**config.mk**
```make
export PLATFORM = sky130hd
export DESIGN_NAME = pipe_hazard_ctrl
export DESIGN_NICKNAME = d
export VERILOG_FILES = /design/src/rtl/pipe_ctrl_pkg.sv /design/src/rtl/md_busy_tracker.sv /design/src/rtl/pipe_hazard_ctrl.sv
export SDC_FILE = /design/constraint.sdc
export NUM_CORES = 1
export LEC_CHECK = 0
export CORE_AREA = 2 2 39 41
export DETAILED_ROUTE_END_ITERATION = 10
export DIE_AREA = 0 0 41 43
export DONT_BUFFER_PORTS = 1
export PLACE_DENSITY = 0.52
export SLEW_MARGIN = 30
export SYNTH_ARGS = -nofsm -noshare
export SYNTH_HDL_FRONTEND = slang
export SYNTH_SLANG_ARGS = --single-unit
```
**constraint.sdc**
```tcl
create_clock -name vclk -period 2.28
set_clock_uncertainty 0.2 [all_clocks]
set_input_delay 0.342 -clock vclk [all_inputs]
set_output_delay 0.342 -clock vclk [all_outputs]
set_load 0.005 [all_outputs]
```
**src/rtl/pipe_ctrl_pkg.sv**
```systemverilog
// Shared encodings and defaults for the pipeline hazard controller.
// Tuse/Tnew are "cycles until needed / cycles until ready"; TUSE_NONE marks an unused operand.
package pipe_ctrl_pkg;

  localparam logic [1:0] TUSE_0    = 2'd0;
  localparam logic [1:0] TUSE_1    = 2'd1;
  localparam logic [1:0] TUSE_2    = 2'd2;
  localparam logic [1:0] TUSE_NONE = 2'd3;

  localparam logic [1:0] TNEW_0 = 2'd0;
  localparam logic [1:0] TNEW_1 = 2'd1;
  localparam logic [1:0] TNEW_2 = 2'd2;

  localparam int MULT_CYC_DEF = 5;
  localparam int DIV_CYC_DEF  = 10;
  localparam int MD_CNT_W     = 4;

  localparam logic [4:0] REG_ZERO = 5'd0;

  typedef logic [4:0] reg_idx_t;

  // A source operand must wait when a producer ahead of it will not have its result in time.
  function automatic logic src_hazard(
    input reg_idx_t   src,
    input logic [1:0] tuse,
    input reg_idx_t   e_wa,
    input logic [1:0] e_tnew,
    input reg_idx_t   m_wa,
    input logic [1:0] m_tnew
  );
    logic w_e_hit;
    logic w_m_hit;
    w_e_hit = (src == e_wa) && (tuse < e_tnew);
    w_m_hit = (src == m_wa) && (tuse < m_tnew);
    return (tuse != TUSE_NONE) && (src != REG_ZERO) && (w_e_hit || w_m_hit);
  endfunction

endpackage

```
**src/rtl/md_busy_tracker.sv**
```systemverilog
// Occupancy counter for the multi-cycle mult/div unit.
// A start suppressed by intexc does not load; an operation already running keeps counting.
module md_busy_tracker
  import pipe_ctrl_pkg::*;
#(
  parameter int MULT_CYC = MULT_CYC_DEF,
  parameter int DIV_CYC  = DIV_CYC_DEF
) (
  input  logic                clk,
  input  logic                reset,
  input  logic                intexc,
  input  logic                e_md_start,
  input  logic                e_md_div,
  output logic [MD_CNT_W-1:0] md_cnt,
  output logic                md_busy
);

  logic [MD_CNT_W-1:0] r_md_cnt;
  logic [MD_CNT_W-1:0] w_load_val;

  assign w_load_val = e_md_div ? MD_CNT_W'(DIV_CYC) : MD_CNT_W'(MULT_CYC);

  // Load on a legal start, otherwise count down and hold at zero.
  always_ff @(posedge clk) begin
    if (reset) begin
      r_md_cnt <= '0;
    end else if (e_md_start && !intexc) begin
      r_md_cnt <= w_load_val;
    end else if (r_md_cnt != '0) begin
      r_md_cnt <= r_md_cnt - MD_CNT_W'(1);
    end else begin
      r_md_cnt <= r_md_cnt;
    end
  end

  assign md_cnt  = r_md_cnt;
  assign md_busy = e_md_start || (r_md_cnt != '0);

endmodule

```
**src/rtl/pipe_hazard_ctrl.sv**
```systemverilog
// Central stall/flush controller: Tuse/Tnew register hazards, mult/div occupancy, flush folding.
// Define PIPE_HAZARD_MD_EN to build the mult/div busy tracker; otherwise md_cnt/md_busy are tied to 0.
module pipe_hazard_ctrl
  import pipe_ctrl_pkg::*;
#(
  parameter int MULT_CYC = MULT_CYC_DEF,
  parameter int DIV_CYC  = DIV_CYC_DEF
) (
  input  logic                clk,
  input  logic                reset,
  input  logic                intexc,
  input  logic [4:0]          d_rs,
  input  logic [4:0]          d_rt,
  input  logic [1:0]          d_tuse_rs,
  input  logic [1:0]          d_tuse_rt,
  input  logic [4:0]          e_wa,
  input  logic [1:0]          e_tnew,
  input  logic [4:0]          m_wa,
  input  logic [1:0]          m_tnew,
  input  logic                d_md,
  input  logic                e_md_start,
  input  logic                e_md_div,
  input  logic                d_clr_req,
  output logic                stall,
  output logic                flush_e,
  output logic                dclr,
  output logic                md_busy,
  output logic [MD_CNT_W-1:0] md_cnt
);

  logic w_hz_rs;
  logic w_hz_rt;
  logic w_md_hazard;
  logic w_stall;

  assign w_hz_rs = src_hazard(d_rs, d_tuse_rs, e_wa, e_tnew, m_wa, m_tnew);
  assign w_hz_rt = src_hazard(d_rt, d_tuse_rt, e_wa, e_tnew, m_wa, m_tnew);

`ifdef PIPE_HAZARD_MD_EN
  md_busy_tracker #(
    .MULT_CYC (MULT_CYC),
    .DIV_CYC  (DIV_CYC)
  ) u_md_busy_tracker (
    .clk        (clk),
    .reset      (reset),
    .intexc     (intexc),
    .e_md_start (e_md_start),
    .e_md_div   (e_md_div),
    .md_cnt     (md_cnt),
    .md_busy    (md_busy)
  );

  assign w_md_hazard = d_md && md_busy;
`else
  logic w_unused_md;

  assign w_unused_md = ^{d_md, e_md_start, e_md_div, clk};
  assign md_cnt      = '0;
  assign md_busy     = 1'b0;
  assign w_md_hazard = 1'b0;
`endif

  // reset and intexc override the stall; a stall in turn blocks the delay-slot annul.
  assign w_stall = (w_hz_rs || w_hz_rt || w_md_hazard) && !intexc && !reset;
  assign stall   = w_stall;
  assign flush_e = w_stall || intexc || reset;
  assign dclr    = intexc || reset || (d_clr_req && !w_stall);

endmodule

```
==> report_table.html, run 1 <==
<table>
<tr><th>Metric</th><th>Value</th></tr>
<tr><th colspan="2">Status</th></tr>
<tr><td>Run status</td><td>finished, final reports clean</td></tr>
<tr><th colspan="2">Power</th></tr>
<tr><td>Leakage power figure</td><td>0.000171 uW</td></tr>
<tr><td>Net switching fraction of the power</td><td>0.426</td></tr>
<tr><td>Sequential group share of total power</td><td>0</td></tr>
<tr><td>Cell Int Power</td><td>~42 uW</td></tr>
<tr><td>Clock power share</td><td>0</td></tr>
<tr><td>Worst vdd ir</td><td>0.0000453 V</td></tr>
<tr><td>Power density relative to cell area</td><td>140 nW/um^2</td></tr>
<tr><td>Switching Power</td><td>roughly 31 uW</td></tr>
<tr><td>Combinational power share</td><td>1.000</td></tr>
<tr><th colspan="2">Layout</th></tr>
<tr><td>Register area</td><td>0 um^2</td></tr>
<tr><td>Proportion of layout cells with a drive suffix above 1</td><td>0.143</td></tr>
<tr><td>Post-Route Utilization</td><td>0.373</td></tr>
<tr><td>Number of nets in the final layout</td><td>97</td></tr>
<tr><td>Clock buffer cells</td><td>0</td></tr>
<tr><td>Number of sequential storage elements</td><td>0</td></tr>
<tr><td>Diodes inserted</td><td>0</td></tr>
<tr><td>Non-Filler Cell Area, Final</td><td>517 um^2</td></tr>
<tr><td>Post-synthesis to final-layout area growth</td><td>14.4%</td></tr>
<tr><th colspan="2">STA</th></tr>
<tr><td>Slew Limit Fails</td><td>0</td></tr>
<tr><td>Fin crit share</td><td>0.965</td></tr>
<tr><td>Setup Total Neg Slack</td><td>0 ns</td></tr>
<tr><td># setup viols final</td><td>0</td></tr>
<tr><td>Final worst-path setup slack</td><td>0.0807 ns</td></tr>
<tr><td>Final hold slack</td><td>0.596 ns</td></tr>
<tr><td>RSZ-0062 raised after global routing</td><td>false</td></tr>
<tr><td>Highest Clock Rate</td><td>~450 MHz</td></tr>
<tr><td>Minimum clock period</td><td>approximately 2.2 ns</td></tr>
<tr><td>Number of hold violations in the final report</td><td>0</td></tr>
<tr><th colspan="2">Floorplanning</th></tr>
<tr><td>Horizontal extent of the die</td><td>41 um</td></tr>
<tr><td>Area of the placeable core</td><td>1380 um^2</td></tr>
<tr><td>Row cnt</td><td>14</td></tr>
<tr><td>Die Ht</td><td>43 um</td></tr>
<tr><td>Initial core utilization</td><td>0.326</td></tr>
<tr><td>I/O Pins</td><td>43</td></tr>
<tr><td>Die outline area</td><td>1760 um^2</td></tr>
<tr><th colspan="2">Yosys</th></tr>
<tr><td>Commonest cells in the synthesized netlist</td><td>xor2_1, xnor2_1, buf_4</td></tr>
<tr><td>Distinct cell type count after synthesis</td><td>18</td></tr>
<tr><td>Number of instances in the synthesized netlist</td><td>56</td></tr>
<tr><td>Syn Area/Cell</td><td>roughly 8 um^2</td></tr>
<tr><td>Share of the synthesized area in the top cell type</td><td>0.233</td></tr>
<tr><td>Most frequent cell after synthesis</td><td>xor2_1</td></tr>
<tr><td>Summed instance area of the synthesized netlist</td><td>roughly 450 um^2</td></tr>
<tr><td>Main area contributors after synthesis</td><td>xor2_1, xnor2_1, ha_1</td></tr>
<tr><td>Number of warnings issued by yosys</td><td>0</td></tr>
<tr><td>Post-synth top area cell</td><td>xor2_1</td></tr>
<tr><td>Sequential-to-total area share from yosys stat</td><td>0</td></tr>
<tr><th colspan="2">Detailed routing</th></tr>
<tr><td>ANT nets after route</td><td>0</td></tr>
<tr><td>Wire length reported by the detailed router</td><td>between 1000 and 1500 um</td></tr>
<tr><td>DRT Pass-1 Iters</td><td>4</td></tr>
<tr><td>Number of violations reported at the end of detailed-routing iteration 0</td><td>3</td></tr>
<tr><td>Post-detailed-route via-to-cell ratio</td><td>5.43</td></tr>
<tr><td>Drc violations</td><td>0</td></tr>
<tr><td>Routed vias</td><td>391</td></tr>
<tr><td>Routed length per placed instance</td><td>14.3 um</td></tr>
<tr><th colspan="2">GRT</th></tr>
<tr><td>Wire length of the first global-routing pass</td><td>approximately 1600 um</td></tr>
<tr><td>Number of global-route vias before repair</td><td>a little under 400</td></tr>
<tr><td>Total global-route track usage</td><td>0.123</td></tr>
<tr><td>Total global routing overflow</td><td>0</td></tr>
<tr><td>Pin count of the biggest net entering global routing</td><td>4</td></tr>
<tr><td>Initial antenna violation count</td><td>0</td></tr>
<tr><th colspan="2">Critical path</th></tr>
<tr><td>Required time worst endpoint</td><td>1.74 ns</td></tr>
<tr><td>Worst Path Max Fanout</td><td>2</td></tr>
<tr><td>Worst setup SP type</td><td>input port</td></tr>
<tr><td>Crit Path Category</td><td>in -&gt; out</td></tr>
<tr><td>Worst endpoint data arrival time</td><td>1.66 ns</td></tr>
<tr><td>Critical path capture point type</td><td>output pin</td></tr>
<tr><th colspan="2">Flow run</th></tr>
<tr><td>Max Cap Violations</td><td>0</td></tr>
<tr><th colspan="2">Place</th></tr>
<tr><td>DP HPWL</td><td>952 um</td></tr>
<tr><td>Worst Setup Slack post-DPL</td><td>-0.0563 ns</td></tr>
<tr><td>Final Wtd Congestion</td><td>between 0.7 and 0.8</td></tr>
<tr><td>Number of buffer cells added on primary ports</td><td>0</td></tr>
<tr><td>Placement Cell Area</td><td>between 400 and 500 um^2</td></tr>
<tr><th colspan="2">CTS</th></tr>
<tr><td>Hold Buf Count CTS</td><td>0</td></tr>
<tr><th colspan="2">Hold path</th></tr>
<tr><td>Number of cells on the worst hold path</td><td>1</td></tr>
<tr><td>Tightest Hold Check Type</td><td>in -&gt; out</td></tr>
</table>
final cells by class:
type	count	area, um^2
timing repair buffer	1	7.51
tap	16	20.0
fill	157	867
inverter	3	23.8
multi-input combinational	52	465
cells in the final DEF, fill, tap and decap left out, drive strengths merged:
master    n
o21ai     2
inv       3
a21boi    1
nor4      2
xor2     12
buf       1
ha        4
conb      5
xnor2     8
nand2b    2
a2111oi   2
a221o     2
a311o     1
or4       2
nand3     2
nand4     3
nor2      4
power by group through the flow:
stage | logic [uW] | registers (uW) | clock network, uW
after CTS | 69.0 | 0 | 0
after floorplan | 60.6 | 0 | 0
after global routing | 83.5 | 0 | 0
after detailed placement | 60.6 | 0 | 0
final | 72.6 | 0 | 0
after global placement | 59.3 | 0 | 0
kinds of logic after synthesis:
group                      Yosys count  synth area share
adders and majority gates            4             0.111
AOI/OAI and AO/OA                    8             0.199
other                                1           0.00830
buffers and inverters                8             0.108
xor gates and xnor gates            20             0.388
and+or+nand+nor                     15             0.186
worst max-delay path, cell delays in order:
cell	delay (ns)
inv_12	0.02
ha_4	0.22
a2111oi_4	0.27
nand4_1	0.13
a221o_1	0.33
a311o_1	0.34
path summary, 6_finish.rpt:
path                      start    to
worst max-delay path  m_tnew[1]  dclr
worst min-delay path     intexc  dclr
metal layers:
| layer | track usage | vias up | part of all wire |
|---|---|---|---|
| met5 | 0 | - | 0 |
| met3 | 0.0314 | 0 | 0.15 |
| met2 | 0.213 | 29 | 0.49 |
| met4 | 0 | 0 | 0 |
| li1 | - | 192 | - |
| met1 | 0.155 | 170 | 0.36 |
what timing repair did:
action	in CTS	in global routing
pin swaps	5	7
endpoints found under the setup margin	2	2
buffers inserted	1	0
resized for setup	7	4
stage by stage:
step | total power [uW] | instances
after detailed placement | 60.6 | 71
after CTS | 69.0 | 72
after global placement | 59.3 | 71
final | 72.6 | 72
after floorplan | 60.6 | 60
after global routing | 83.5 | 72
No activity file was read; power rests on OpenSTA's default activity.
==> run 2: changes to the inputs <==
- GPL_TIMING_DRIVEN: not set -> 0
==> report_table.html, run 2 (synthesized netlist as in run 1, its figures left out) <==
<table>
<tr><th>Metric</th><th>Value</th></tr>
<tr><th colspan="2">Status</th></tr>
<tr><td>Run status</td><td>finished, final reports clean</td></tr>
<tr><th colspan="2">Floorplanning</th></tr>
<tr><td>Area of the placeable core</td><td>approximately 1400 um^2</td></tr>
<tr><td>Row cnt</td><td>14</td></tr>
<tr><td>Die outline area</td><td>1760 um^2</td></tr>
<tr><td>I/O Pins</td><td>43</td></tr>
<tr><td>Initial core utilization</td><td>0.326</td></tr>
<tr><td>Horizontal extent of the die</td><td>41 um</td></tr>
<tr><td>Die Ht</td><td>43 um</td></tr>
<tr><th colspan="2">Layout</th></tr>
<tr><td>Area of the multi-input gates</td><td>around 460 um^2</td></tr>
<tr><td>Number of sequential storage elements</td><td>0</td></tr>
<tr><td>Diodes inserted</td><td>0</td></tr>
<tr><td>Non-Filler Cell Area, Final</td><td>554 um^2</td></tr>
<tr><td>Post-synthesis to final-layout area growth</td><td>22.7%</td></tr>
<tr><td>Proportion of layout cells with a drive suffix above 1</td><td>0.197</td></tr>
<tr><td>Count of placed standard cells in the final layout, fillers left out</td><td>77</td></tr>
<tr><td>Number of fill cells in the layout</td><td>156</td></tr>
<tr><td>Most common cell after layout, fill and taps aside</td><td>xor2_1</td></tr>
<tr><td>Clock buffer cells</td><td>0</td></tr>
<tr><td>Most frequent cells in the layout</td><td>xor2_1, xnor2_1, buf_4</td></tr>
<tr><td>Number of nets in the final layout</td><td>between 100 and 150</td></tr>
<tr><td>Register area</td><td>0 um^2</td></tr>
<tr><th colspan="2">GRT</th></tr>
<tr><td>Total global-route track usage</td><td>0.128</td></tr>
<tr><td>Initial antenna violation count</td><td>0</td></tr>
<tr><td>Pin count of the biggest net entering global routing</td><td>4</td></tr>
<tr><td>Wire length of the first global-routing pass</td><td>1590 um</td></tr>
<tr><td>Number of global-route vias before repair</td><td>between 300 and 400</td></tr>
<tr><td>Total global routing overflow</td><td>0</td></tr>
<tr><th colspan="2">STA</th></tr>
<tr><td>Number of hold violations in the final report</td><td>0</td></tr>
<tr><td># setup viols final</td><td>0</td></tr>
<tr><td>Setup Total Neg Slack</td><td>0 ns</td></tr>
<tr><td>RSZ-0062 raised after global routing</td><td>true</td></tr>
<tr><td>Slew Limit Fails</td><td>0</td></tr>
<tr><td>Fin crit share</td><td>0.977</td></tr>
<tr><td>Highest Clock Rate</td><td>approximately 450 MHz</td></tr>
<tr><td>Minimum clock period</td><td>around 2.2 ns</td></tr>
<tr><td>Final hold slack</td><td>0.594 ns</td></tr>
<tr><th colspan="2">Place</th></tr>
<tr><td>DP HPWL</td><td>980 um</td></tr>
<tr><td>Final Wtd Congestion</td><td>0.699</td></tr>
<tr><td>Post-placement cell count</td><td>76</td></tr>
<tr><td>Placement Cell Area</td><td>around 500 um^2</td></tr>
<tr><td>Number of buffer cells added on primary ports</td><td>0</td></tr>
<tr><th colspan="2">Detailed routing</th></tr>
<tr><td>Drc violations</td><td>0</td></tr>
<tr><td>DRT Pass-1 Iters</td><td>4</td></tr>
<tr><td>Post-detailed-route via-to-cell ratio</td><td>5.14</td></tr>
<tr><td>Routed vias</td><td>approximately 400</td></tr>
<tr><td>ANT nets after route</td><td>0</td></tr>
<tr><td>Wire length reported by the detailed router</td><td>1050 um</td></tr>
<tr><td>Routed length per placed instance</td><td>13.6 um</td></tr>
<tr><td>Number of violations reported at the end of detailed-routing iteration 0</td><td>4</td></tr>
<tr><th colspan="2">Critical path</th></tr>
<tr><td>Largest delay share family, worst path</td><td>compound AO/OA/AOI/OAI gates</td></tr>
<tr><td>Critical path capture point type</td><td>output pin</td></tr>
<tr><td>Worst Path Max Fanout</td><td>2</td></tr>
<tr><td>Worst endpoint data arrival time</td><td>roughly 1.7 ns</td></tr>
<tr><td>Cells along the critical path</td><td>inv_16 -&gt; ha_4 -&gt; a2111oi_4 -&gt; nand4_1 -&gt; a221o_1 -&gt; a311o_1</td></tr>
<tr><td>Largest stage delay on the critical path</td><td>0.38 ns</td></tr>
<tr><td>Worst setup SP type</td><td>input port</td></tr>
<tr><td>Crit Path Category</td><td>in -&gt; out</td></tr>
<tr><td>Required time worst endpoint</td><td>1.74 ns</td></tr>
<tr><td>Slowest cell on the critical path</td><td>a311o_1</td></tr>
<tr><td>Combined buffer and inverter count along the critical path</td><td>1</td></tr>
<tr><th colspan="2">Power</th></tr>
<tr><td>Switching Power</td><td>between 30 and 40 uW</td></tr>
<tr><td>Power density relative to cell area</td><td>142 nW/um^2</td></tr>
<tr><td>Combinational power share</td><td>1.000</td></tr>
<tr><td>Sequential group share of total power</td><td>0</td></tr>
<tr><td>Worst vdd ir</td><td>0.0000458 V</td></tr>
<tr><td>Clock power share</td><td>0</td></tr>
<tr><td>Net switching fraction of the power</td><td>0.402</td></tr>
<tr><td>Leakage power figure</td><td>0.000201 uW</td></tr>
<tr><td>Cell Int Power</td><td>~47 uW</td></tr>
<tr><th colspan="2">Hold path</th></tr>
<tr><td>Tightest Hold Check Type</td><td>in -&gt; out</td></tr>
<tr><th colspan="2">CTS</th></tr>
<tr><td>Hold Buf Count CTS</td><td>0</td></tr>
<tr><th colspan="2">Flow run</th></tr>
<tr><td>Max Cap Violations</td><td>0</td></tr>
</table>
==> run 2: routing by layer <==
layer | wire (um) | share of wire | track usage
met4 | 0 | 0 | 0
met2 | 516 | 0.49 | 0.219
met5 | 0 | 0 | 0
met1 | 381 | 0.36 | 0.158
met3 | 152 | 0.14 | 0.0419
==> run 2: timing repair <==
item	CTS	global route
setup buffers	1	0
cloned	0	0
pin swaps	5	7
endpoints found under the setup margin	2	2
hold endpoints to repair	0	0
gates resized for setup	7	4
==> run 2: power groups by stage <==
| stage | Sequential, uW | Combinational, uW | Clock, uW |
|---|---|---|---|
| 2_1_floorplan | 0 | 60.6 | 0 |
| 3_3_place_gp | 0 | 65.4 | 0 |
| 3_5_place_dp | 0 | 66.9 | 0 |
| 4_1_cts | 0 | 75.3 | 0 |
| 5_1_grt | 0 | 90.8 | 0 |
| 6_report | 0 | 78.8 | 0 |
==> run 2: stage by stage <==
step	util	total power [uW]	setup slack [ns]
6_report	0.401	78.8	0.0517
5_1_grt	0.401	90.8	-0.0194
4_1_cts	0.384	75.3	-0.0300
3_5_place_dp	0.352	66.9	-0.0621
3_3_place_gp	0.352	65.4	-0.0641
2_1_floorplan	-	60.6	0.0455
==> run 2: final timing paths <==
kind	from	to	cells past startpoint
max	m_tnew[1]	dclr	6
min	intexc	dclr	1
==> run 2: area by class of cell <==
| class | count | area share |
|---|---|---|
| plain buffers | 5 | 0.0677 |
| multi-input cells | 52 | 0.833 |
| inverters | 3 | 0.0497 |
| repair buffers | 1 | 0.0135 |
| well taps | 16 | 0.0361 |
==> run 3: changes to the inputs <==
- ABC_AREA: not set -> 1
- PLACE_DENSITY: 0.52 -> 0.64
==> report_table.html, run 3 <==
<table>
<tr><th>Metric</th><th>Value</th></tr>
<tr><th colspan="2">Floorplanning</th></tr>
<tr><td>Area of the placeable core</td><td>1380 um^2</td></tr>
<tr><td>Die Ht</td><td>43 um</td></tr>
<tr><td>Initial core utilization</td><td>0.424</td></tr>
<tr><td>I/O Pins</td><td>43</td></tr>
<tr><td>Die outline area</td><td>1760 um^2</td></tr>
<tr><td>Row cnt</td><td>14</td></tr>
<tr><td>Horizontal extent of the die</td><td>approximately 41 um</td></tr>
<tr><th colspan="2">GRT</th></tr>
<tr><td>Wire length of the first global-routing pass</td><td>2330 um</td></tr>
<tr><td>Initial antenna violation count</td><td>0</td></tr>
<tr><td>Total global routing overflow</td><td>0</td></tr>
<tr><td>Pin count of the biggest net entering global routing</td><td>5</td></tr>
<tr><td>Total global-route track usage</td><td>0.179</td></tr>
<tr><td>Number of global-route vias before repair</td><td>679</td></tr>
<tr><th colspan="2">Layout</th></tr>
<tr><td>Clock buffer cells</td><td>0</td></tr>
<tr><td>Post-synthesis to final-layout area growth</td><td>5.97%</td></tr>
<tr><td>Count of placed standard cells in the final layout, fillers left out</td><td>143</td></tr>
<tr><td>Proportion of layout cells with a drive suffix above 1</td><td>0.150</td></tr>
<tr><td>Diodes inserted</td><td>0</td></tr>
<tr><td>Number of nets in the final layout</td><td>roughly 170</td></tr>
<tr><td>Most common cell after layout, fill and taps aside</td><td>nand2_1</td></tr>
<tr><td>Number of sequential storage elements</td><td>0</td></tr>
<tr><td>Most frequent cells in the layout</td><td>nand2_1, inv_1, nor2_1</td></tr>
<tr><td>Non-Filler Cell Area, Final</td><td>between 600 and 700 um^2</td></tr>
<tr><td>Register area</td><td>0 um^2</td></tr>
<tr><th colspan="2">Status</th></tr>
<tr><td>Run status</td><td>finished, final reports clean</td></tr>
<tr><th colspan="2">STA</th></tr>
<tr><td>Slew Limit Fails</td><td>0</td></tr>
<tr><td>RSZ-0062 raised after global routing</td><td>false</td></tr>
<tr><td>Setup Total Neg Slack</td><td>0 ns</td></tr>
<tr><td>Final hold slack</td><td>0.599 ns</td></tr>
<tr><td>Number of hold violations in the final report</td><td>0</td></tr>
<tr><td>Highest Clock Rate</td><td>553 MHz</td></tr>
<tr><td>Fin crit share</td><td>0.793</td></tr>
<tr><td># setup viols final</td><td>0</td></tr>
<tr><td>Minimum clock period</td><td>roughly 1.8 ns</td></tr>
<tr><th colspan="2">Yosys</th></tr>
<tr><td>Share of the synthesized area in the top cell type</td><td>0.326</td></tr>
<tr><td>Number of warnings issued by yosys</td><td>0</td></tr>
<tr><td>Commonest cells in the synthesized netlist</td><td>nand2_1, inv_1, nor2_1</td></tr>
<tr><td>Number of instances in the synthesized netlist</td><td>between 100 and 150</td></tr>
<tr><td>Main area contributors after synthesis</td><td>nand2_1, inv_1, ha_1</td></tr>
<tr><td>Most frequent cell after synthesis</td><td>nand2_1</td></tr>
<tr><td>Syn Area/Cell</td><td>4.77 um^2</td></tr>
<tr><td>Post-synth top area cell</td><td>nand2_1</td></tr>
<tr><td>Summed instance area of the synthesized netlist</td><td>587 um^2</td></tr>
<tr><td>Distinct cell type count after synthesis</td><td>20</td></tr>
<tr><td>Sequential-to-total area share from yosys stat</td><td>0</td></tr>
<tr><th colspan="2">Critical path</th></tr>
<tr><td>Worst Path Max Fanout</td><td>3</td></tr>
<tr><td>Slowest cell on the critical path</td><td>ha_1</td></tr>
<tr><td>Largest delay share family, worst path</td><td>simple AND/OR/NAND/NOR gates</td></tr>
<tr><td>Critical path capture point type</td><td>output pin</td></tr>
<tr><td>Combined buffer and inverter count along the critical path</td><td>1</td></tr>
<tr><td>Largest stage delay on the critical path</td><td>between 0.2 and 0.3 ns</td></tr>
<tr><td>Worst endpoint data arrival time</td><td>1.27 ns</td></tr>
<tr><td>Cells along the critical path</td><td>inv_1 -&gt; ha_1 -&gt; a21boi_0 -&gt; nor2_1 -&gt; nand3_1 -&gt; nand2_1 -&gt; nand2_2 -&gt; nand3_1 -&gt; nand2_1</td></tr>
<tr><td>Required time worst endpoint</td><td>~1.7 ns</td></tr>
<tr><td>Crit Path Category</td><td>in -&gt; out</td></tr>
<tr><td>Worst setup SP type</td><td>input port</td></tr>
<tr><th colspan="2">Place</th></tr>
<tr><td>Final Wtd Congestion</td><td>0.844</td></tr>
<tr><td>Placement Cell Area</td><td>622 um^2</td></tr>
<tr><td>DP HPWL</td><td>about 1300 um</td></tr>
<tr><td>Post-placement cell count</td><td>143</td></tr>
<tr><td>Number of buffer cells added on primary ports</td><td>0</td></tr>
<tr><th colspan="2">Hold path</th></tr>
<tr><td>Tightest Hold Check Type</td><td>in -&gt; out</td></tr>
<tr><th colspan="2">Detailed routing</th></tr>
<tr><td>DRT Pass-1 Iters</td><td>4</td></tr>
<tr><td>Wire length reported by the detailed router</td><td>1330 um</td></tr>
<tr><td>Routed vias</td><td>between 600 and 700</td></tr>
<tr><td>Post-detailed-route via-to-cell ratio</td><td>4.58</td></tr>
<tr><td>Number of violations reported at the end of detailed-routing iteration 0</td><td>8</td></tr>
<tr><td>Drc violations</td><td>0</td></tr>
<tr><td>ANT nets after route</td><td>0</td></tr>
<tr><td>Routed length per placed instance</td><td>approximately 9.3 um</td></tr>
<tr><th colspan="2">CTS</th></tr>
<tr><td>Post-cts gate resize count</td><td>0</td></tr>
<tr><td>Setup Buffers After CTS</td><td>0</td></tr>
<tr><td>Hold Buf Count CTS</td><td>0</td></tr>
<tr><th colspan="2">Flow run</th></tr>
<tr><td>Max Cap Violations</td><td>0</td></tr>
<tr><th colspan="2">Power</th></tr>
<tr><td>Leakage power figure</td><td>0.000403 uW</td></tr>
<tr><td>Power density relative to cell area</td><td>between 100 and 150 nW/um^2</td></tr>
<tr><td>Worst vdd ir</td><td>0.0000506 V</td></tr>
</table>
-- run 3: routing by layer --
metal | vias up | wire, um | track usage
li1 | 368 | - | -
met4 | 0 | 0 | 0
met1 | 261 | 556 | 0.212
met2 | 26 | 627 | 0.334
met5 | - | 0 | 0
met3 | 0 | 146 | 0.0262
-- run 3: cell type report --
cell class	count	area [um^2]
plain buffers	5	37.5
fillers	176	762
inverters	26	97.6
multi-input cells	96	467
well taps	16	20.0
-- run 3: cell families (layout without fill, tap and decap cells) --
kind of cell	after synthesis	count (layout)	share of synthesized area
compound gates	11	11	0.119
xor+xnor	3	3	0.0448
fa+ha+maj	4	4	0.0853
buf+inv	31	31	0.230
other cells	1	5	0.00639
simple gates	73	73	0.514
-- run 3: report_power, final --
part           internal, uW  switching, uW
Combinational          38.4           47.1
Clock                     0              0
Sequential                0              0
Total                  38.4           47.1
-- run 3: final timing paths --
kind,from,end,slack (ns),cells past startpoint
hold / removal,reset,dclr,0.60,2
setup / recovery,e_tnew[1],dclr,0.47,9
-- run 3: stage by stage --
step	util	total power (uW)	setup slack (ns)
finish	0.449	85.5	0.473
global route	0.449	102	0.309
CTS	0.449	86.4	0.459
detailed placement	0.449	86.1	0.459
global placement	0.449	83.3	0.516
floorplan	-	72.8	0.583
